### src/rtl/lsu_pkg.sv
// rtl/lsu_pkg.sv - shared constants, state type and lane-merge helper for the load/store unit
//
// Purpose: funct3 codes, dmem lane encodings and the controller state enum
// used by lsu_ctrl and lsu_decode.
package lsu_pkg;

  localparam logic [2:0] F3_B  = 3'b000;
  localparam logic [2:0] F3_H  = 3'b001;
  localparam logic [2:0] F3_W  = 3'b010;
  localparam logic [2:0] F3_BU = 3'b100;
  localparam logic [2:0] F3_HU = 3'b101;

  // Full-word read (no sign extension) and full-word write lane codes.
  localparam logic [4:0] RMEM_W = 5'b01111;
  localparam logic [3:0] WMEM_W = 4'b1111;

  typedef enum logic [2:0] {
    IDLE,
    LOAD,
    STORE,
    RMW_RD,
    RMW_WR,
    RESP
  } lsu_state_t;

  // Replace the selected byte lanes of old_word with the same lanes of new_word.
  function automatic logic [31:0] merge_lanes(input logic [31:0] old_word,
                                              input logic [31:0] new_word,
                                              input logic [3:0]  lanes);
    logic [31:0] merged;
    for (int i = 0; i < 4; i++) begin
      merged[8*i +: 8] = lanes[i] ? new_word[8*i +: 8] : old_word[8*i +: 8];
    end
    return merged;
  endfunction

endpackage

### src/rtl/lsu_decode.sv
// rtl/lsu_decode.sv - combinational request classifier for the load/store unit
//
// Purpose: from funct3, byte offset, direction and the upper address bits,
// decide whether the request is illegal and produce the dmem read code and
// the byte-lane mask the access touches.
// Ports:
//   funct3    in  3               RV32I funct3 of the request
//   offset    in  2               byte address [1:0]
//   we        in  1               1 = store
//   addr_hi   in  30-ADDR_WIDTH   byte address bits above the implemented range
//   err       out 1               misaligned, out of range or illegal funct3
//   rmem_code out 5               {sign_extend, lane_mask} for loads
//   lane_mask out 4               lanes touched by the access
module lsu_decode
  import lsu_pkg::*;
#(
  parameter int ADDR_WIDTH = 15
) (
  input  logic [2:0]              funct3,
  input  logic [1:0]              offset,
  input  logic                    we,
  input  logic [29-ADDR_WIDTH:0]  addr_hi,
  output logic                    err,
  output logic [4:0]              rmem_code,
  output logic [3:0]              lane_mask
);

  logic sign_ext;

  always_comb begin
    err       = |addr_hi;
    lane_mask = 4'b0000;
    sign_ext  = 1'b0;
    case (funct3)
      F3_B: begin
        lane_mask = 4'b0001 << offset;
        sign_ext  = ~we;
      end
      F3_BU: begin
        lane_mask = 4'b0001 << offset;
        err       = err | we;
      end
      F3_H: begin
        lane_mask = offset[1] ? 4'b1100 : 4'b0011;
        sign_ext  = ~we;
        err       = err | offset[0];
      end
      F3_HU: begin
        lane_mask = offset[1] ? 4'b1100 : 4'b0011;
        err       = err | offset[0] | we;
      end
      F3_W: begin
        lane_mask = 4'b1111;
        err       = err | (offset != 2'b00);
      end
      default: err = 1'b1;
    endcase
    rmem_code = {sign_ext, lane_mask};
  end

endmodule

### src/rtl/lsu_ctrl.sv
// rtl/lsu_ctrl.sv - RV32I load/store unit driving the dmem port
//
// Purpose: accepts one load/store per req handshake, drives dmem lane codes
// and word address, performs read-modify-write for sub-word stores (dmem
// zeroes unselected lanes), and returns the result over a resp handshake.
// Ports:
//   clk, rst_n                      clock, async active-low reset
//   req_valid/req_ready             request handshake (ready only in IDLE)
//   req_we, req_funct3, req_addr,
//   req_wdata                       request fields
//   resp_valid/resp_ready           response handshake
//   resp_rdata, resp_err            extended load data / error flag
//   wmem, rmem, mem_addr,
//   store_data                      dmem drive (dmem samples on negedge)
//   load_data                       dmem read result, already lane-extracted
module lsu_ctrl
  import lsu_pkg::*;
#(
  parameter int ADDR_WIDTH = 15
) (
  input  logic        clk,
  input  logic        rst_n,
  input  logic        req_valid,
  output logic        req_ready,
  input  logic        req_we,
  input  logic [2:0]  req_funct3,
  input  logic [31:0] req_addr,
  input  logic [31:0] req_wdata,
  output logic        resp_valid,
  input  logic        resp_ready,
  output logic [31:0] resp_rdata,
  output logic        resp_err,
  output logic [3:0]  wmem,
  output logic [4:0]  rmem,
  output logic [31:0] mem_addr,
  output logic [31:0] store_data,
  input  logic [31:0] load_data
);

  lsu_state_t state, state_nxt;

  logic        dec_err;
  logic [4:0]  dec_rmem;
  logic [3:0]  dec_lanes;
  logic        accept;

  logic [31:0] mem_addr_q;
  logic [1:0]  offset_q;
  logic [4:0]  rmem_q;
  logic [3:0]  lanes_q;
  logic [31:0] data_q;
  logic [31:0] rdata_q;
  logic        err_q;

  assign accept = (state == IDLE) && req_valid;

  lsu_decode #(.ADDR_WIDTH(ADDR_WIDTH)) u_decode (
    .funct3    (req_funct3),
    .offset    (req_addr[1:0]),
    .we        (req_we),
    .addr_hi   (req_addr[31:ADDR_WIDTH+2]),
    .err       (dec_err),
    .rmem_code (dec_rmem),
    .lane_mask (dec_lanes)
  );

  // State register. wmem is decoded from state, so the async reset pulls it
  // low immediately and an interrupted write never reaches dmem.
  always_ff @(posedge clk or negedge rst_n) begin
    if (!rst_n) begin
      state <= IDLE;
    end else begin
      state <= state_nxt;
    end
  end

  always_comb begin
    state_nxt = state;
    case (state)
      IDLE: begin
        if (req_valid) begin
          if (dec_err)                    state_nxt = RESP;
          else if (!req_we)               state_nxt = LOAD;
          else if (req_funct3 == F3_W)    state_nxt = STORE;
          else                            state_nxt = RMW_RD;
        end
      end
      LOAD:    state_nxt = RESP;
      STORE:   state_nxt = RESP;
      RMW_RD:  state_nxt = RMW_WR;
      RMW_WR:  state_nxt = RESP;
      RESP:    if (resp_ready) state_nxt = IDLE;
      default: state_nxt = IDLE;
    endcase
  end

  always_comb begin
    req_ready  = (state == IDLE);
    resp_valid = (state == RESP);
    wmem       = 4'b0000;
    rmem       = 5'b00000;
    store_data = 32'h0;
    case (state)
      LOAD:   rmem = rmem_q;
      RMW_RD: rmem = RMEM_W;
      STORE, RMW_WR: begin
        wmem       = WMEM_W;
        store_data = data_q;
      end
      default: ;
    endcase
  end

  assign mem_addr   = mem_addr_q;
  assign resp_rdata = rdata_q;
  assign resp_err   = err_q;

  // Request latch and data capture. data_q holds the store word; for a
  // sub-word store it is overwritten by the merged word during RMW_RD so
  // RMW_WR only has to present it.
  always_ff @(posedge clk or negedge rst_n) begin
    if (!rst_n) begin
      mem_addr_q <= 32'h0;
      offset_q   <= 2'b00;
      rmem_q     <= 5'b00000;
      lanes_q    <= 4'b0000;
      data_q     <= 32'h0;
      rdata_q    <= 32'h0;
      err_q      <= 1'b0;
    end else begin
      if (accept) begin
        mem_addr_q <= {2'b00, req_addr[31:2]};
        offset_q   <= req_addr[1:0];
        rmem_q     <= dec_rmem;
        lanes_q    <= dec_lanes;
        data_q     <= req_wdata;
        rdata_q    <= 32'h0;
        err_q      <= dec_err;
      end else if (state == LOAD) begin
        rdata_q <= load_data;
      end else if (state == RMW_RD) begin
        data_q <= merge_lanes(load_data, data_q << {offset_q, 3'b000}, lanes_q);
      end
    end
  end

endmodule

### config.mk
export PLATFORM = sky130hd
export DESIGN_NAME = lsu_ctrl
export DESIGN_NICKNAME = d
export VERILOG_FILES = /design/src/rtl/lsu_pkg.sv /design/src/rtl/lsu_decode.sv /design/src/rtl/lsu_ctrl.sv
export SDC_FILE = /design/constraint.sdc
export NUM_CORES = 1
export LEC_CHECK = 0
export BUFFER_PORTS_ARGS = -buffer_cell sky130_fd_sc_hd__buf_2
export CAP_MARGIN = 0
export CELL_PAD_IN_SITES_DETAIL_PLACEMENT = 0
export CELL_PAD_IN_SITES_GLOBAL_PLACEMENT = 1
export CORE_ASPECT_RATIO = 0.8
export CORE_MARGIN = 1
export CORE_UTILIZATION = 36
export DETAILED_ROUTE_END_ITERATION = 12
export PLACE_DENSITY_LB_ADDON = 0.1
export SLEW_MARGIN = 20
export SYNTH_ARGS = -nofsm -noshare
export SYNTH_HDL_FRONTEND = slang
export SYNTH_SLANG_ARGS = --single-unit
### constraint.sdc
create_clock -name clk -period 2.65 [get_ports clk]
set_clock_uncertainty 0.2 [all_clocks]
set_input_delay 0.3975 -clock clk [delete_from_list [all_inputs] [get_ports clk]]
set_output_delay 0.3975 -clock clk [all_outputs]
set_load 0.01 [all_outputs]
==> results.md, run 1 <==
Die:
- The core region area is 14490 um^2.
- The total I/O pin count is 212.
- The floorplan step defined a die boundary enclosing 15590 um^2.
- The initial core utilization is 37.49%.
- From bottom edge to top edge, the die measures 111.9 um.
- The horizontal die dimension is 139.4 um.
- In this run the core area contains 39 standard-cell rows.

Setup path:
- The critical path's most frequent cell is buf_4.
- For this run, the slowest stage of the critical path takes 480 ps.
- The critical path goes through buf_4, xnor2_1, nor2_2, buf_4, and2_1, buf_2.
- The critical path buffer and inverter count is 3.
- The sort of element at the start of the critical path is a flip-flop.
- Data on the critical path is required at its endpoint by 2050 ps.
- The standard cell with the maximum stage delay on the critical path is dfrtp_2.
- The endpoint kind of the worst setup timing path is an output pin.
- The critical-path maximum fanout is 36.
- The critical path in this run is classified as reg2out.
- The arrival time of data at the critical path endpoint is 1890 ps.
- Grouping stages by cell kind, the critical path spends the most delay in buffers and inverters.

Run:
- The max-capacitance violation count is 0.

Global routing:
- The number of antenna violations at the first check in global routing is 0.
- In this run the most used layer during global routing was met1.
- The met2 usage is 32.19%.
- The met1 demand-to-capacity share in global routing is 33.21%.
- For met3 alone, demand over resource in global routing was 5.462%.
- The wire length of the first global-routing pass is 26800 um.
- Entering global routing, the biggest net connects 69 pins.
- The number of global-route vias before repair is 4923.
- Global routing finished with a remaining overflow of 0.
- Across every metal layer, demand over resource in global routing totals 22.22%.

Route:
- The DRC violation total after the first TritonRoute iteration is 302.
- For this run, the detailed router's first-pass iteration total came to 5.
- The post-route antenna net violation count is 0.
- The number of vias after detailed routing is 5077.
- After detailed routing, the number of remaining DRC violations is 0.
- After detailed routing, the total wire length is 16950 um.
- The mean number of vias per cell is 5.133.
- Dividing the detail-routed wire length by the instance count gives 17.14 um.

Placed design:
- The routability congestion estimate is 0.8630.
- The count of buffers inserted at the top-level ports is 209.
- The post-detailed-placement half-perimeter wirelength is 12480 um.
- The cell count after placement is 972.

Clock tree:
- The H-tree level count is 3.
- At the later pin of the worst-skew pair, clock insertion delay measures 360 ps.
- The longest clock path from root to sink contains 2 buffers.
- The root buffer cell chosen for the clock tree is clkbuf_16.
- The CTS tree is built.
- The count of clock tree sinks is 105.
- The total clock buffers created by CTS is 9.
- The clock transition at the registers of the reported paths is 70 ps.

Timing:
- The number of endpoints with negative hold slack in the final report was 0.
- The worst path uses 93.92% of the clock period.
- Subtracting the final worst setup slack from the clock period gives 2489 ps.
- The number of max-slew violations in the final report is 0.
- The relative max-transition margin is 50.41%.
- Summed over all failing endpoints, the final setup total negative slack is 0 ps.
- Timing would allow up to 0.4018 GHz.
- The pin slew with the least headroom to its limit is 743.9 ps.
- Setup repair after global routing left no endpoint under its margin.
- The final count of negative-setup-slack endpoints is 0.

Yosys:
- The number of flip-flops and latches in the synthesized netlist is 105.
- The netlist area before placement is 5434 um^2.
- The number of enable flip-flop cells after synthesis is 0.
- The average instance in the mapped netlist occupies 8.821 um^2.
- Counting flops with an async set or reset pin after synthesis yields a share of 100.0%.
- In the post-synthesis netlist, the cell with the most instances is nand2_1.
- The Yosys step of the flow raised 0 warnings.
- Of the post-synthesis cell area, the dominant cell type holds 48.35%.
- Sorting the synthesized cells by how often they occur yields 175 x nand2_1, 105 x dfrtp_1, 44 x a21oi_1, 34 x and2_1, 31 x nor2_1.
- The synthesized instance count is 616.
- The prevailing post-synth register cell is dfrtp_1.
- Yosys mapped the design onto 47 distinct sky130hd cell types.
- The proportion of synthesized chip area in sequential cells is 48.35%.
- Sorting the synthesized cells by area gives the leading types as dfrtp_1 48%, nand2_1 12%, a21oi_1 4.1%.
- dfrtp_1 takes more of the synthesized area than any other cell.

Pwr:
- The worst voltage drop across the vdd grid is 0.0003597 V.
- The cell leakage power is 3.512 nW.
- The power density over the cells is 1066 nW/um^2.
- Summing internal, switching and leakage power gives 0.007325 W.

Layout:
- In the final layout, the share of cells above drive strength 1 is 32.42%.
- The post-layout net count is 904.
- The number of standard cells in the layout, taps in and fillers out is 989.
- Compared with the post-synthesis result, the final layout area differs by 26.43%.
- 0 antenna diodes ended up in the layout.

Hold path:
- The classification of the worst-slack hold path is in2reg.

Run status:
- The flow ran to the end, and the final reports show no timing, DRC or antenna violations.
==> cell type report <==
| type | instances | area [um^2] |
|---|---|---|
| clock inverters | 6 | 51.30 |
| well taps | 184 | 230.2 |
| repair buffers | 225 | 1184 |
| clock buffers | 10 | 239.0 |
| multi-input cells | 449 | 2500 |
| fillers | 1480 | 7622 |
| flip-flops and latches | 105 | 2629 |
| inverters | 10 | 37.54 |
==> power breakdown <==
part	total, W	leakage, nW	internal, W	switching [W]
clock	0.00132	0.133	0.000675	0.000644
sequential	0.00303	1.29	0.00232	0.000706
combinational	0.00298	2.09	0.00139	0.00159
==> path summary, 6_finish.rpt <==
path | slack [ps] | start | end | cells after the start
max in group asynchronous | 1140 | rst_n | state[2] | 3
min in group asynchronous | 350 | rst_n | data_q[26] | 2
min | 30 | req_addr[10] | mem_addr[8] | 3
max | 160 | state[2] | store_data[20] | 6
min reg2reg | 270 | mem_addr[1] | mem_addr[1] | 2
max reg2reg | 390 | state[1] | data_q[22] | 5
==> registers in the layout, indices dropped and copies added (netlist names) <==
register    count
data_q         32
resp_rdata     32
mem_addr       30
rmem_q          5
state           3
offset_q        2
resp_err        1
==> cells by family (layout without fill, tap and decap cells) <==
kind of cell / after synthesis / count (layout) / share of synthesized area (%)
AND/OR/NAND/NOR: 273 / 273 / 22.77
AO/OA/AOI/OAI: 156 / 156 / 19.50
flip-flops: 105 / 105 / 48.35
buffers and inverters: 63 / 251 / 5.848
multiplexers: 16 / 16 / 3.132
XOR/XNOR: 2 / 2 / 0.3224
other: 1 / 2 / 0.06901
==> worst register-to-register path, cell delays in order (launching register included) <==
cell and delay, ps:
dfrtp_1 400, buf_4 200, nor4b_4 390, buf_4 570
nand2_1 210, a31oi_1 200
==> per-layer routing <==
metal | up-vias | share of wire (%)
met4 | 0 | 1.2
met2 | 198 | 43
met1 | 2398 | 49
met3 | 16 | 6.6
li1 | 2465 | -
met5 | - | 0
==> layout by cell type, fill, tap and decap left out, types with 9 or more instances in the layout <==
| master | instances |
|---|---|
| a31oi_1 | 9 |
| o21ai_0 | 24 |
| nand2_1 | 175 |
| o22ai_1 | 9 |
| a21oi_1 | 44 |
| buf_2 | 208 |
| inv_1 | 10 |
| and2_1 | 34 |
| a22o_1 | 18 |
| clkbuf_16 | 9 |
| nor2_1 | 28 |
| buf_4 | 15 |
| dfrtp_1 | 104 |
| nor3b_1 | 10 |
==> stage by stage <==
step | utilization (%) | hold WS, ps | area (um^2) | setup WS, ps
finish | 47.41 | 27.22 | 6870 | 161.1
global route | 47.41 | 27.37 | 6870 | 43.24
CTS | 47.38 | 18.25 | 6867 | 113.4
detailed placement | 45.31 | 205.5 | 6566 | 324.8
global placement | 45.31 | 202.0 | 6566 | 471.5
floorplan | - | -98.09 | 5438 | 598.3
==> what timing repair did <==
item | CTS | global route
buffers inserted | 0 | 0
resized for setup | 0 | 1
hold endpoints to repair | 37 | 0
hold buffers | 1 | 0
endpoints found under the setup margin | 0 | 5
No activity file was read; power rests on OpenSTA's default activity.
==> run 2, diff against run 1 <==
Settings changed: CORE_ASPECT_RATIO 0.8 to 0.9.
==> run 2 against run 1 <==
Critical path depth unchanged. First-iteration DRC count decreased by 31%. Worst hold slack improved by 5.9 ps. Critical path type unchanged. Sequential cell count unchanged. Combinational power about the same. Utilization decreased by 0.14 points.
==> results.md, run 2 (synthesized netlist as in run 1, its figures left out) <==
Die:
- The number of rows created at floorplan is 42 (+7.7%).
- The area of the die is 15590 um^2 (about the same).
- The initial core utilization is 36.93% (-0.56 points).
- The horizontal die dimension is 131.5 um (-5.6%).
- The die outline height was 118.6 um (+6.0%).
- The core region area is 14710 um^2 (+1.5%).
- The total I/O pin count is 212 (unchanged).

Layout:
- The final instance area is 6954 um^2 (+1.2%).
- Leaving out fill and tap cells, the most frequent cells in the layout are 208 x buf_2, 175 x nand2_1, 105 x dfrtp_1.
- The number of antenna cells inserted is 0 (unchanged).
- The growth of design area from synthesis to finish is 27.98%.
- The post-layout net count is 906 (+0.22%).
- The share of final-layout standard cells stronger than drive strength 1 is 32.34% (-0.080 points).
- The total of fill cells in the finished design is 1515 (+2.4%).
- The library cell used most frequently in the layout, excluding fill and tap cells, is buf_2.

Pwr:
- The proportion of power drawn by flip-flops and latches is 40.1% (-1.2 points).
- The clock share of power is 19.8% (+1.8 points).
- The switching power of the nets came to 0.002881 W (-1.9%).
- The cell leakage power is 3.556 nW (+1.3%).
- The proportion of total power due to net switching is 38.48% (-1.6 points).
- The combinational share of power is 40.2% (-0.4 points).
- The power density over the cells is 1077 nW/um^2 (+0.98%).
- The worst voltage drop across the vdd grid was 0.0004676 V (+30%).
- The internal power is 0.004606 W (+5.0%).

Global routing:
- The maximum number of pins on one net before global-route repair is 64 (-7.2%).
- The wire length of the first global-routing pass is 26830 um (+0.10%).
- The leftover overflow at the end of global routing came to 0 (unchanged).
- The combined global-route utilization of all metal layers is 22.09% (-0.13 points).
- The number of global-route vias before repair is 4859 (-1.3%).
- The number of antenna violations at the first check in global routing is 0 (unchanged).

Timing:
- The pin slew with the least headroom to its limit was 785.6 ps (+41.69 ps).
- The final total negative setup slack is 0 ps (unchanged).
- The number of max-slew violations in the final report was 0 (unchanged).
- Setup repair after global routing left no endpoint under its margin.
- The final count of negative-setup-slack endpoints is 0 (unchanged).
- The number of endpoints with negative hold slack in the final report is 0 (unchanged).
- The post-layout minimum cycle time came to 2435 ps (-53.40 ps).
- The post-route clock period utilization is 91.90% (-2.0 points).
- The fmax is 0.4106 GHz (+2.2%).
- The relative max-transition margin is 47.57% (-2.8 points).

Clock tree:
- The H-tree level count is 3 (unchanged).
- The total clock buffers created by CTS was 9 (unchanged).
- TritonCTS built the clock tree.
- The count of clock tree sinks is 105 (unchanged).
- The number of buffers on the longest clock path came to 2 (unchanged).
- The clock transition at the registers of the reported paths is 70 ps (about the same).
- The clock latency reported for the late side of the worst-skew pair is 350 ps (about the same).
- Clock tree synthesis selected as its root buffer the cell clkbuf_16.
- The post-CTS setup buffer count was 0 (unchanged).

Route:
- The wire length on met3 is 1282 um (+15%).
- The mean number of vias per cell is 5.004 (-2.5%).
- The DRC violation total after the first TritonRoute iteration is 207 (-31%).
- The remaining design rule violation count is 0 (unchanged).
- The total wire length after detailed routing was 16790 um (-0.96%).
- The first-pass detailed-route iteration total is 6 (+1).
- The met2 wire length came to 7960 um (+8.9%).
- The post-route antenna net violation count is 0 (unchanged).
- The routed length on met1 is 7458 um (-10%).
- The routed length per instance is 16.70 um (-2.5%).
- The number of vias after detailed routing is 5029 (-0.95%).
- The highest routed metal layer is met4.

Setup path:
- The critical-path maximum fanout is 24 (-33%).
- The arrival time of data at the critical path endpoint was 1840 ps (-50 ps).
- The data required time at the worst endpoint is 2050 ps (about the same).
- The worst setup path is launched from a flip-flop.
- STA classifies the critical path endpoint as an output pin.
- The critical path is of the reg2out type.

Placed design:
- The routability congestion estimate is 0.8129 (-5.8%).
- The post-detailed-placement half-perimeter wirelength was 12380 um (-0.80%).
- The total placed instance area is 6611 um^2 (+0.69%).
- The count of buffers inserted at the top-level ports is 209 (unchanged).

Run:
- The max-capacitance violation count is 0 (unchanged).

Hold path:
- The classification of the worst-slack hold path is in2reg.

Run status:
- The flow ran to the end, and the final reports show no timing, DRC or antenna violations.
[run 2: changes by cell type in the layout (fill, tap and decap cells not counted), sizes merged]
cell | before | now
bufinv | 0 | 2
buf | 224 | 226
clkinvlp | 3 | 0
inv | 12 | 11
clkbuf | 10 | 12
[run 2: final timing paths]
| check | startpoint | to | slack (ps) | depth (start not counted) |
|---|---|---|---|---|
| min in group asynchronous | rst_n | resp_rdata[15] | 190 | 2 |
| hold reg to reg | mem_addr[3] | mem_addr[3] | 280 | 2 |
| setup / recovery | state[2] | store_data[31] | 210 | 6 |
| max in group asynchronous | rst_n | mem_addr[3] | 1380 | 3 |
| setup reg to reg | state[2] | data_q[16] | 340 | 4 |
| hold / removal | req_addr[15] | mem_addr[13] | 30 | 3 |
[run 2: critical path: stages, from the launching register on]
cell and delay (ps):
dfrtp_1 500, buf_4 220, xnor2_1 130, nor2_2 100, buf_4 240, and2_1 170
buf_2 130
[run 2: cell type report]
class / count / area (um^2) / share of cell area, %
timing repair buffer: 227 / 1211 / 17.42
sequential: 105 / 2628 / 37.78
multi-input combinational: 449 / 2500 / 35.95
tap: 198 / 247.7 / 3.562
inverter: 10 / 37.54 / 0.5398
clock buffer: 12 / 256.5 / 3.688
clock inverter: 4 / 73.82 / 1.062
[run 2: routing by layer]
| metal | vias up | track usage (%) |
|---|---|---|
| met5 | - | 0 |
| met4 | 0 | 3.924 |
| met3 | 5 | 7.379 |
| met2 | 160 | 35.09 |
| met1 | 2404 | 29.47 |
| li1 | 2460 | - |
[run 2: per-stage QoR]
stage                     cells  util, %  total power (W)  setup slack [ps]  hold WS (ps)
after floorplan             617        -         0.004790             598.3        -98.09
after global placement      988    44.93         0.005982             384.9         7.535
after detailed placement    988    44.93         0.006045             274.2         9.102
after CTS                  1005    47.24         0.007561             182.3         16.85
after global routing       1005    47.26         0.008046             60.71         27.88
final                      1005    47.26         0.007487             214.5         33.11
[run 2: power by group through the flow]
stage                     clock [W]  combinational (W)  sequential (W)
after global routing        0.00159            0.00334         0.00311
after detailed placement          0            0.00303         0.00301
final                       0.00148            0.00301         0.00300
after global placement            0            0.00298         0.00300
after CTS                   0.00152            0.00303         0.00300
after floorplan                   0            0.00184         0.00295
[run 2: timing repair]
action                                 4_1_cts  5_1_grt
hold buffers                                 1        0
endpoints found under the hold margin      105        0
gates resized for setup                      0        0
==> run 3, diff against run 2 <==
Settings changed: CELL_PAD_IN_SITES_DETAIL_PLACEMENT 0 to default, CELL_PAD_IN_SITES_GLOBAL_PLACEMENT 1 to default, CORE_UTILIZATION 36 to 49, PLACE_DENSITY from default to 0.8, PLACE_DENSITY_LB_ADDON 0.1 to default.
==> run 3 against run 2 <==
Global-route usage rose by 6.2 points. Total power rose by 0.57%. Sequential share of layout area rose by 0.47 points. Worst setup slack improved by 30 ps. Combinational power barely moved. Critical path type unchanged. Highest routed layer unchanged.
==> results.md, run 3 (synthesized netlist as in run 1, its figures left out) <==
Die:
- The number of rows created at floorplan is 36 (-14%).
- The area of the die is 11520 um^2 (-26%).
- The total I/O pin count is 212 (unchanged).
- The horizontal die dimension is 113.0 um (-14%).
- The initial core utilization is 50.27% (+13 points).
- The die outline height is 101.9 um (-14%).
- The core region area came to 10810 um^2 (-27%).

Layout:
- The area used by multi-input combinational logic is 2495 um^2 (-0.20%).
- In the layout the commonest cells are 208 x buf_2, 175 x nand2_1, 105 x dfrtp_1.
- The number of antenna cells inserted is 0 (unchanged).
- The share of final-layout standard cells stronger than drive strength 1 is 32.22% (-0.12 points).
- Relative to the synthesized area, the layout overhead comes to 26.41%.
- The post-layout net count is 906 (unchanged).
- The total of fill cells in the finished design is 931 (-39%).
- The most common library cell in the layout ignoring fill and taps is buf_2.
- The sequential cell area in the final layout is 2628 um^2 (unchanged).

Run:
- The max-capacitance violation count is 0 (unchanged).

Timing:
- The number of endpoints with negative hold slack in the final report was 0 (unchanged).
- The pin slew with the least headroom to its limit is 698.8 ps (-86.82 ps).
- The post-layout minimum cycle time is 2405 ps (-30.29 ps).
- The final total negative setup slack is 0 ps (unchanged).
- Setup repair after global routing left no endpoint under its margin.
- The final count of negative-setup-slack endpoints is 0 (unchanged).
- The worst hold slack after final layout is 32.01 ps (-1.093 ps).
- The relative max-transition margin came to 53.41% (+5.8 points).
- The post-route clock period utilization is 90.76% (-1.1 points).
- The number of max-slew violations in the final report is 0 (unchanged).
- The fmax is 0.4158 GHz (+1.3%).

Setup path:
- By startpoint and endpoint, the worst setup path is classified as reg2out.
- The arrival time of data at the critical path endpoint came to 1810 ps (-30 ps).
- Traced cell by cell, the critical path runs through buf_4, xnor2_1, nor2_1, buf_4, and2_1, buf_2.
- The worst setup path is captured at an output pin.
- STA classifies the critical path startpoint as a flip-flop.
- The biggest cell delay along the critical path came to 440 ps (-60 ps).
- The data required time at the worst endpoint came to 2050 ps (about the same).
- The critical path's most frequent cell is buf_4.
- The critical-path maximum fanout is 36 (+50%).
- The slowest stage of the critical path is the dfrtp_1 cell.

Route:
- The post-route antenna net violation count came to 0 (unchanged).
- The remaining design rule violation count is 0 (unchanged).
- The routed length per instance is 16.82 um (+0.72%).
- The mean number of vias per cell is 5.595 (+12%).
- The number of vias after detailed routing is 5259 (+4.6%).
- The first-pass detailed-route iteration total is 5 (-1).
- The total wire length after detailed routing was 15810 um (-5.8%).
- The DRC violation total after the first TritonRoute iteration came to 457 (+120%).

Global routing:
- The number of global-route vias before repair is 5026 (+3.4%).
- The leftover overflow at the end of global routing came to 0 (unchanged).
- The combined global-route utilization of all metal layers is 28.29% (+6.2 points).
- The maximum number of pins on one net before global-route repair is 65 (+1.6%).
- The number of antenna violations at the first check in global routing is 0 (unchanged).
- The wire length of the first global-routing pass is 25270 um (-5.8%).

Clock tree:
- The post-CTS setup buffer count is 0 (unchanged).
- The number of buffers on the longest clock path came to 2 (unchanged).
- The count of hold-fix buffers inserted at cts is 1 (unchanged).
- The count of clock tree sinks came to 105 (unchanged).
- The clock latency reported for the late side of the worst-skew pair was 350 ps (about the same).
- The H-tree level count came to 3 (unchanged).
- The total clock buffers created by CTS came to 9 (unchanged).
- The post-CTS resize count is 0 (unchanged).
- The clock transition at the registers of the reported paths is 70 ps (about the same).
- The clock tree root driver cell is clkbuf_16.
- TritonCTS built the clock tree.

Pwr:
- The internal power was 0.004641 W (+0.75%).
- The cell leakage power was 3.552 nW (-0.12%).
- The power density over the cells is 1096 nW/um^2 (+1.8%).
- The switching power of the nets is 0.002889 W (+0.29%).
- The proportion of total power due to net switching is 38.37% (-0.11 points).
- The sum of internal, switching and leakage power is 0.007530 W (+0.57%).
- The clock share of power came to 20.2% (+0.4 points).
- The combinational share of power is 40.0% (-0.2 points).
- The worst voltage drop across the vdd grid was 0.0005130 V (+9.7%).
- The proportion of power drawn by flip-flops and latches is 39.8% (-0.3 points).

Run status:
- The flow ran to the end, and the final reports show no timing, DRC or antenna violations.

Placed design:
- The count of buffers inserted at the top-level ports is 209 (unchanged).
- The post-detailed-placement half-perimeter wirelength is 11940 um (-3.6%).
- The routability congestion estimate is 0.8639 (+6.3%).

Hold path:
- The worst hold path belongs to the class in2reg.
==> run 3: cell types whose count changed in the layout (fill, tap and decap cells not counted), moves of 2 or more <==
cell,before,now
clkbuf_8,2,0
clkinvlp_4,0,2
nor2_1,28,30
nor2_2,3,1
==> run 3: power by group through the flow <==
stage / Clock [W] / Combinational (W) / Sequential, W
after floorplan: 0 / 0.00184 / 0.00295
after global placement: 0 / 0.00292 / 0.00296
after detailed placement: 0 / 0.00300 / 0.00299
after CTS: 0.00154 / 0.00301 / 0.00298
after global routing: 0.00160 / 0.00333 / 0.00309
final: 0.00152 / 0.00301 / 0.00300
==> run 3: critical path: cells and delay by family (launching register included) <==
| family | cells | cell delay (ps) |
|---|---|---|
| buffers and inverters | 3 | 610 |
| DFF | 1 | 440 |
| and+or+nand+nor | 2 | 270 |
| xor gates and xnor gates | 1 | 120 |
==> run 3: cell type report <==
cell class,count,share of cell area [%]
Clock inverter,7,1.730
Multi-Input combinational cell,449,36.32
Timing Repair Buffer,227,17.45
Tap cell,133,2.423
Sequential cell,105,38.25
Inverter,10,0.5464
Clock buffer,9,3.279
==> run 3: path summary, 6_finish.rpt <==
check / start / end / slack [ps] / cells after the start
max: state[1] / store_data[30] / 240 / 6
min: req_addr[13] / mem_addr[11] / 30 / 3
max reg2reg: state[0] / data_q[17] / 320 / 4
min reg2reg: mem_addr[11] / mem_addr[11] / 270 / 2
max in group asynchronous: rst_n / resp_rdata[26] / 1160 / 3
min in group asynchronous: rst_n / mem_addr[25] / 370 / 2
==> run 3: routing by layer <==
metal  part of all wire, %  track usage (%)
met5                     0                0
met4                   2.3            11.54
met3                   8.6            6.524
met2                    47            46.15
met1                    42            36.85
==> run 3: per-stage QoR <==
step	setup WS (ps)	instance area [um^2]	util, %	cells
6_report	244.8	6869	63.54	940
5_1_grt	124.4	6869	63.54	940
4_1_cts	215.4	6869	63.54	940
3_5_place_dp	374.0	6515	60.27	923
3_3_place_gp	457.7	6515	60.27	923
2_1_floorplan	598.3	5438	-	617
